[src/rtl/shift_arbiter.sv]
// rtl/shift_arbiter.sv - two-requester round-robin front end sharing one 32-bit funnel shifter
module shift_funnel (
  input  logic [31:0] hi,
  input  logic [31:0] lo,
  input  logic [5:0]  amt,
  output logic [31:0] y
);
  assign y = 32'({hi, lo} >> amt);
endmodule

module shift_arbiter #(
  parameter int TAG_W = 4
) (
  input  logic             clk,
  input  logic             reset,
  input  logic             req0_valid,
  output logic             req0_ready,
  input  logic [31:0]      req0_a,
  input  logic [4:0]       req0_shamt,
  input  logic [1:0]       req0_f,
  input  logic [TAG_W-1:0] req0_tag,
  input  logic             req1_valid,
  output logic             req1_ready,
  input  logic [31:0]      req1_a,
  input  logic [4:0]       req1_shamt,
  input  logic [1:0]       req1_f,
  input  logic [TAG_W-1:0] req1_tag,
  output logic             rsp_valid,
  input  logic             rsp_ready,
  output logic [31:0]      rsp_y,
  output logic             rsp_src,
  output logic [TAG_W-1:0] rsp_tag
);
  logic             rsp_valid_q, rsp_valid_d;
  logic [31:0]      rsp_y_q, rsp_y_d;
  logic             rsp_src_q, rsp_src_d;
  logic [TAG_W-1:0] rsp_tag_q, rsp_tag_d;
  logic             prio_q, prio_d;

  logic             stage_free;
  logic             grant0, grant1;
  logic             acc0, acc1;
  logic [31:0]      sel_a;
  logic [4:0]       sel_shamt;
  logic [1:0]       sel_f;
  logic [TAG_W-1:0] sel_tag;
  logic [31:0]      fun_hi, fun_lo, fun_y;
  logic [5:0]       fun_amt;

  assign stage_free = ~rsp_valid_q | rsp_ready;
  assign grant0     = req0_valid & (~req1_valid | ~prio_q);
  assign grant1     = req1_valid & (~req0_valid |  prio_q);
  assign req0_ready = ~reset & stage_free & grant0;
  assign req1_ready = ~reset & stage_free & grant1;
  assign acc0       = req0_valid & req0_ready;
  assign acc1       = req1_valid & req1_ready;

  assign sel_a     = grant1 ? req1_a     : req0_a;
  assign sel_shamt = grant1 ? req1_shamt : req0_shamt;
  assign sel_f     = grant1 ? req1_f     : req0_f;
  assign sel_tag   = grant1 ? req1_tag   : req0_tag;

  // Left shifts take the high half {a,0} down by 32-shamt; right shifts take {fill,a} down by shamt.
  always_comb begin
    fun_hi  = '0;
    fun_lo  = '0;
    fun_amt = '0;
    case (sel_f)
      2'b01: begin
        fun_hi  = '0;
        fun_lo  = sel_a;
        fun_amt = {1'b0, sel_shamt};
      end
      2'b11: begin
        fun_hi  = {32{sel_a[31]}};
        fun_lo  = sel_a;
        fun_amt = {1'b0, sel_shamt};
      end
      default: begin
        fun_hi  = sel_a;
        fun_lo  = '0;
        fun_amt = 6'd32 - {1'b0, sel_shamt};
      end
    endcase
  end

  shift_funnel u_funnel (
    .hi  (fun_hi),
    .lo  (fun_lo),
    .amt (fun_amt),
    .y   (fun_y)
  );

  always_comb begin
    rsp_valid_d = rsp_valid_q;
    rsp_y_d     = rsp_y_q;
    rsp_src_d   = rsp_src_q;
    rsp_tag_d   = rsp_tag_q;
    prio_d      = prio_q;
    if (acc0 | acc1) begin
      rsp_valid_d = 1'b1;
      rsp_y_d     = fun_y;
      rsp_src_d   = acc1;
      rsp_tag_d   = sel_tag;
      prio_d      = acc0;
    end else if (rsp_ready) begin
      rsp_valid_d = 1'b0;
    end
  end

  always_ff @(posedge clk) begin
    if (reset) begin
      rsp_valid_q <= 1'b0;
      rsp_y_q     <= '0;
      rsp_src_q   <= 1'b0;
      rsp_tag_q   <= '0;
      prio_q      <= 1'b0;
    end else begin
      rsp_valid_q <= rsp_valid_d;
      rsp_y_q     <= rsp_y_d;
      rsp_src_q   <= rsp_src_d;
      rsp_tag_q   <= rsp_tag_d;
      prio_q      <= prio_d;
    end
  end

  assign rsp_valid = rsp_valid_q;
  assign rsp_y     = rsp_y_q;
  assign rsp_src   = rsp_src_q;
  assign rsp_tag   = rsp_tag_q;
endmodule
[config.mk]
export PLATFORM = sky130hd
export DESIGN_NAME = shift_arbiter
export DESIGN_NICKNAME = d
export VERILOG_FILES = /design/src/rtl/shift_arbiter.sv
export SDC_FILE = /design/constraint.sdc
export NUM_CORES = 1
export LEC_CHECK = 0
export BUFFER_PORTS_ARGS = -buffer_cell sky130_fd_sc_hd__buf_2
export CORE_MARGIN = 3
export CORE_UTILIZATION = 55
export CTS_CLUSTER_DIAMETER = 80
export DETAILED_ROUTE_END_ITERATION = 10
export HOLD_SLACK_MARGIN = 0.12
export PLACE_DENSITY = 0.89
export SYNTH_ARGS = -nofsm -noshare
export SYNTH_HDL_FRONTEND = slang
export SYNTH_SLANG_ARGS = --single-unit
[constraint.sdc]
create_clock -name clk -period 5 [get_ports clk]
set_clock_uncertainty 0.05 [all_clocks]
set_input_delay 0.75 -clock clk [delete_from_list [all_inputs] [get_ports clk]]
set_output_delay 0.75 -clock clk [all_outputs]
set_load 0.02 [all_outputs]
### After elaboration in Yosys (flattened, before gate mapping)

Cells that the tools add are included.

| cells by class | value |
|---|---|
| $add $sub $neg | 1 |
| equality and inequality tests | 2 |
| shifts and indexed selects | 1 |
| mux-type cells | 9 |
| bitwise operators | 16 |
| reductions and logical operators | 2 |

Operator list:

| operator | count |
|---|---|
| $mux W32 | 2 |
| $pmux W32 S2 | 1 |
| $shr A64 B6 Y32 | 1 |
| $and A1 B1 Y1 | 7 |
| $mux W6 | 1 |
| $sub A6 B5 Y6 const A | 1 |
| $mux W5 | 1 |
| $not A1 Y1 | 5 |
| $mux W4 | 1 |
| $or A1 B1 Y1 | 4 |
| $eq A2 B1 Y1 const B | 1 |
| $eq A2 B2 Y1 const B | 1 |
| $mux W1 | 2 |
| $mux W2 | 1 |
| $reduce_bool A2 Y1 | 1 |
| $reduce_or A2 Y1 | 1 |

| word-level totals | value |
|---|---|
| flip-flop bits (word level) | 39 |
| input bits | 91 |
| output and inout bits | 40 |
| logic and storage cells | 36 |

### Logic depth before layout (Yosys ltp)

| logic depth | value |
|---|---|
| word-level depth | 8 |
| mapped depth | 18 |
| gate-level depth less buffers | 12 |

### Cells and area by module

From an unflattened synthesis, not the netlist that was laid out.

| second synthesis, totals | value |
|---|---|
| cell total of the unflattened synthesis | 890 |
| area, all modules | 7,408.4 um^2 |

Modules (own cells, without submodules):

| module | times used | cells an instance | area each (um^2) | seq. area each (um^2) |
|---|---|---|---|---|
| shift_funnel | 1 | 458 | 4,493.1 | 0.0 |
| shift_arbiter | 1 | 432 | 2,915.3 | 780.7 |

### Least setup slack after synthesis

OpenSTA, ideal clock, no wires.

| timing | value |
|---|---|
| path type | input to register |
| start | input req0_valid |
| end | register rsp_y_q[3] (netlist: rsp_y[3]) |
| setup time | 124 ps |
| arrival | 3,642 ps |
| data required time | 4,826 ps |
| path slack | 1,183 ps |
| stages on the path | 14 |
| buffers on the path | 2 |
| cells stage by stage | nand2b_1 -> buf_4 -> nand2_1 -> mux2i_2 -> ha_1 -> buf_2 -> nor3_1 -> o211ai_2 -> nor2_1 -> a211o_1 -> a221o_1 -> nor2_1 -> nor3b_1 -> a2111o_1 |

| on the way | value |
|---|---|
| word-level cells in the longest chain between the ends | 8 |
| elaborated cells between the ends (all ways) | 20 |
| those cells by class | add/sub (1); eq/ne (2); shift (1); mux (6); bitwise (9); reduce/logical (1) |

RTL lines:

| item | RTL line | text |
|---|---|---|
| start, declared | 16 | `input logic req0_valid,` |
| parallel branches: the longest is 8 deep, another holds $sub A6 B5 Y6 | n/a |  |
| end signal, assigned | 120 | `rsp_y_q <= rsp_y_d;` |
| end, declared | 35 | `logic [31:0] rsp_y_q, rsp_y_d;` |

Parallel ways; which one is timed is not known.
A chain may end at the register's enable or synchronous reset.

### Worst setup path after layout

| timing | value |
|---|---|
| start | input req0_valid |
| end | register rsp_y_q[26] (netlist: rsp_y[26]) |

Same word-level chain as after synthesis.

==> metrics.md <==
| Metric | Value |
|---|---|
| Status | `finished clean` |
| Post-DP HPWL | `21600 µm` |
| ANT nets after route | `0` |
| Filler Cells Inserted | `around 1000` |
| LEAKAGE | `between 2 and 3 nW` |
| Grt ovf | `0` |
| Multi-input logic area | `4970 µm²` |
| Share of cells above drive strength 1 | `0.252` |
| CTS tree | `built` |
| Reg-to-reg slack, setup | `about 0.9 ns` |
| CTS H-tree lvls | `2` |
| Clock transition at the registers of the reported paths | `~0.060 ns` |
| Antenna violations before repair | `0` |
| Worst Reg2Reg Path Length in Cells | `13` |
| Yosys warns | `0` |
| Largest net degree at the start of global routing | `50` |
| HP Start | `rsp_y[7]` |
| Sequential element share of the synthesized area | `0.125` |
| Bufs on Longest Clock Path | `2` |
| Site row count | `38` |
| Mapped Cells | `859` |
| Gp weighted congestion | `around 1.1` |
| All-Layer GR Usage | `0.424` |
| Crit. End Element | `flip-flop` |
| DR DRC count | `0` |
| Synth cell count leaders | `73 x mux2i_1, 69 x nand2_1, 60 x nor2_1` |
| Vias | `8205` |
| Worst VDD drop | `~220 µV` |
| Nets | `roughly 1000` |
| Pwr Density | `between 200 and 300 nW/µm²` |
| Synth top area cells | `dfxtp_1 13%, mux2i_1 12%, mux2_2 6.7%` |
| CTS Hold Bufs | `0` |
| Vias in the first global route | `around 7400` |
| First-pass GRT wire length | `43000 µm` |
| I/O Pins | `roughly 130` |
| Post-CTS Resized | `0` |
| CTS Buf Count | `5` |
| CP Launch Type | `input port` |
| Slew of the pin with the lowest slew margin | `~1.2 ns` |
| Asr flop ratio synth | `0` |
| Critical path type | `in2reg` |
| Synth Net Count | `about 950` |
| Setup TNS | `0 ns` |
| Yosys cell types | `83` |
| WHS Endpoint | `rsp_y[7]` |
| Router iterations before antenna repair | `7` |
| Die H | `113 µm` |
| DRT iter0 DRCs | `between 1000 and 1500` |
| Crit path max fanout | `25` |
| HP Class | `reg2reg` |
| Initial Utilization | `0.569` |
| Max Cap Violations | `0` |
| Final Hold Viols | `0` |
| Top FF cell, synth | `dfxtp_1` |
| Leading area contributor after synthesis | `dfxtp_1` |
| Post-synth top area share | `0.125` |
| Buffers added on ports | `130` |
| Fmax | `between 200 and 250 MHz` |
| Post-CTS Setup Bufs | `0` |
| Clk root buf | `clkbuf_16` |
| Area post-placement | `6910 µm²` |
| RR Endpoint | `rsp_y[26]` |
| Clk_lat worst skew | `0.28 ns` |
| Final Slew Violations | `0` |
| CP arrival | `approximately 4.4 ns` |
| Total Wirelength | `28100 µm` |
| Critical path required time | `5.09 ns` |
| FF+latch count, synth | `39` |
| CTS sink cnt | `39` |
| WL per Instance | `25.8 µm` |
| DR vias/cell | `about 7.6` |
| Number of enable flip-flop cells after synthesis | `0` |
| Avg Cell Area, Syn | `a little over 7 µm²` |
| Unrepaired setup endpoints after global routing | `no` |
| FF-to-FF Start | `prio_q` |
| Crit path time final | `~4.3 ns` |
| Post-Syn Area | `~6200 µm²` |
| Setup Viol. Count Final | `0` |
| Hold Path Depth | `2` |
| Fin area | `slightly above 7000 µm²` |
| Die area | `around 13000 µm²` |
| Period utilization | `0.855` |
| Cell with the most instances after synthesis | `mux2i_1` |
| Register area | `781 µm²` |
| Die X | `between 100 and 150 µm` |
| P&R area growth vs syn | `13.4%` |
| Slew HR | `0.199` |
| ANT cells | `0` |
| Core Box Area | `approximately 11000 µm²` |
==> area by class of cell <==
cell class | count | area share
multi-input cells | 724 | 0.703
repair buffers | 165 | 0.133
flip-flops and latches | 39 | 0.110
well taps | 140 | 0.0247
clock buffers | 6 | 0.0196
inverters | 10 | 0.00530
clock inverters | 2 | 0.00495
==> metrics by stage <==
stage	std cells	hold slack, ns	setup slack (ns)	total power, mW	util
2_1_floorplan	859	0.440	1.18	1.23	-
3_3_place_gp	1078	0.392	0.773	1.58	0.629
3_5_place_dp	1078	0.402	0.675	1.58	0.629
4_1_cts	1086	0.410	0.886	1.96	0.645
5_1_grt	1086	0.450	0.547	2.11	0.645
6_report	1086	0.415	0.727	2.02	0.645
==> where the power goes <==
| part | switching [mW] | total, mW | leakage (nW) | internal, mW |
|---|---|---|---|---|
| Clock | 0.133 | 0.381 | 0.0868 | 0.248 |
| Combinational | 0.823 | 1.25 | 2.47 | 0.430 |
| Sequential | 0.0247 | 0.382 | 0.323 | 0.358 |
==> critical path, cell delays in order <==
cell and delay (ns):
buf_2 0.12, nand2b_1 0.10, nand2_1 0.30, mux2i_2 0.28, ha_1 0.36, inv_1 0.12
o32ai_1 0.40, o21ai_0 0.14, nand3_1 0.15, and2_1 0.85, buf_4 0.30, nor3_1 0.09
a22oi_1 0.26, o221ai_1 0.15
==> registers in the layout, indices dropped and copies added (netlist names) <==
name       cells
rsp_y         32
rsp_tag        4
prio_q         1
rsp_src        1
rsp_valid      1
==> layout by cell type, fill, tap and decap left out, drive strengths merged, types with 3 or more instances in the layout <==
| cell type | netlist | final |
|---|---|---|
| a211oi | 19 | 19 |
| mux2 | 37 | 37 |
| o2111ai | 11 | 11 |
| nor4 | 14 | 14 |
| a221oi | 15 | 15 |
| o21ai | 69 | 69 |
| o22ai | 25 | 25 |
| nor2 | 64 | 64 |
| a32oi | 8 | 8 |
| o31ai | 8 | 8 |
| a2111oi | 4 | 4 |
| a21boi | 3 | 3 |
| a222oi | 3 | 3 |
| a22oi | 23 | 23 |
| a311oi | 5 | 5 |
| o211ai | 17 | 17 |
| nand2b | 5 | 5 |
| inv | 10 | 10 |
| a31oi | 12 | 12 |
| nand2 | 70 | 70 |
| or3 | 11 | 11 |
| o21a | 5 | 5 |
| and3 | 8 | 8 |
| a21o | 3 | 3 |
| o32ai | 7 | 7 |
| a211o | 4 | 4 |
| a21oi | 53 | 53 |
| mux2i | 74 | 74 |
| buf | 58 | 165 |
| and2 | 5 | 5 |
| nor3 | 42 | 42 |
| nand3 | 32 | 32 |
| nor2b | 3 | 3 |
| a2bb2oi | 8 | 8 |
| clkbuf | 28 | 6 |
| o22a | 5 | 5 |
| o221ai | 19 | 19 |
| a221o | 9 | 9 |
| dfxtp | 39 | 39 |
==> routing by layer <==
metal	up-vias	GRT usage	wire length [µm]
li1	3594	-	-
met1	3889	0.582	11100
met2	602	0.661	12500
met3	120	0.0744	3070
met4	0	0.159	1390
met5	-	0	0
==> logic make-up (layout without fill, tap and decap cells) <==
kind of cell	Yosys count	in the layout	synth area share
AO/OA/AOI/OAI	348	348	0.401
adder cells (fa/ha/maj)	1	1	0.00200
buffers and inverters	96	183	0.0809
flip-flops	39	39	0.125
multiplexers	111	111	0.186
AND/OR/NAND/NOR	264	264	0.205
==> worst max-delay path by stage <==
stage | cells after the start | endpoint | slack (ns) | startpoint
after floorplan | 14 | rsp_y[3] | 1.18 | req0_valid
after global placement | 14 | rsp_y[26] | 0.77 | req0_valid
after detailed placement | 14 | rsp_y[23] | 0.67 | req0_valid
after CTS | 14 | rsp_y[26] | 0.89 | req0_valid
after global routing | 14 | rsp_y[26] | 0.55 | req0_valid
final | 14 | rsp_y[26] | 0.73 | req0_valid
Power figures use the tool's default switching activity.
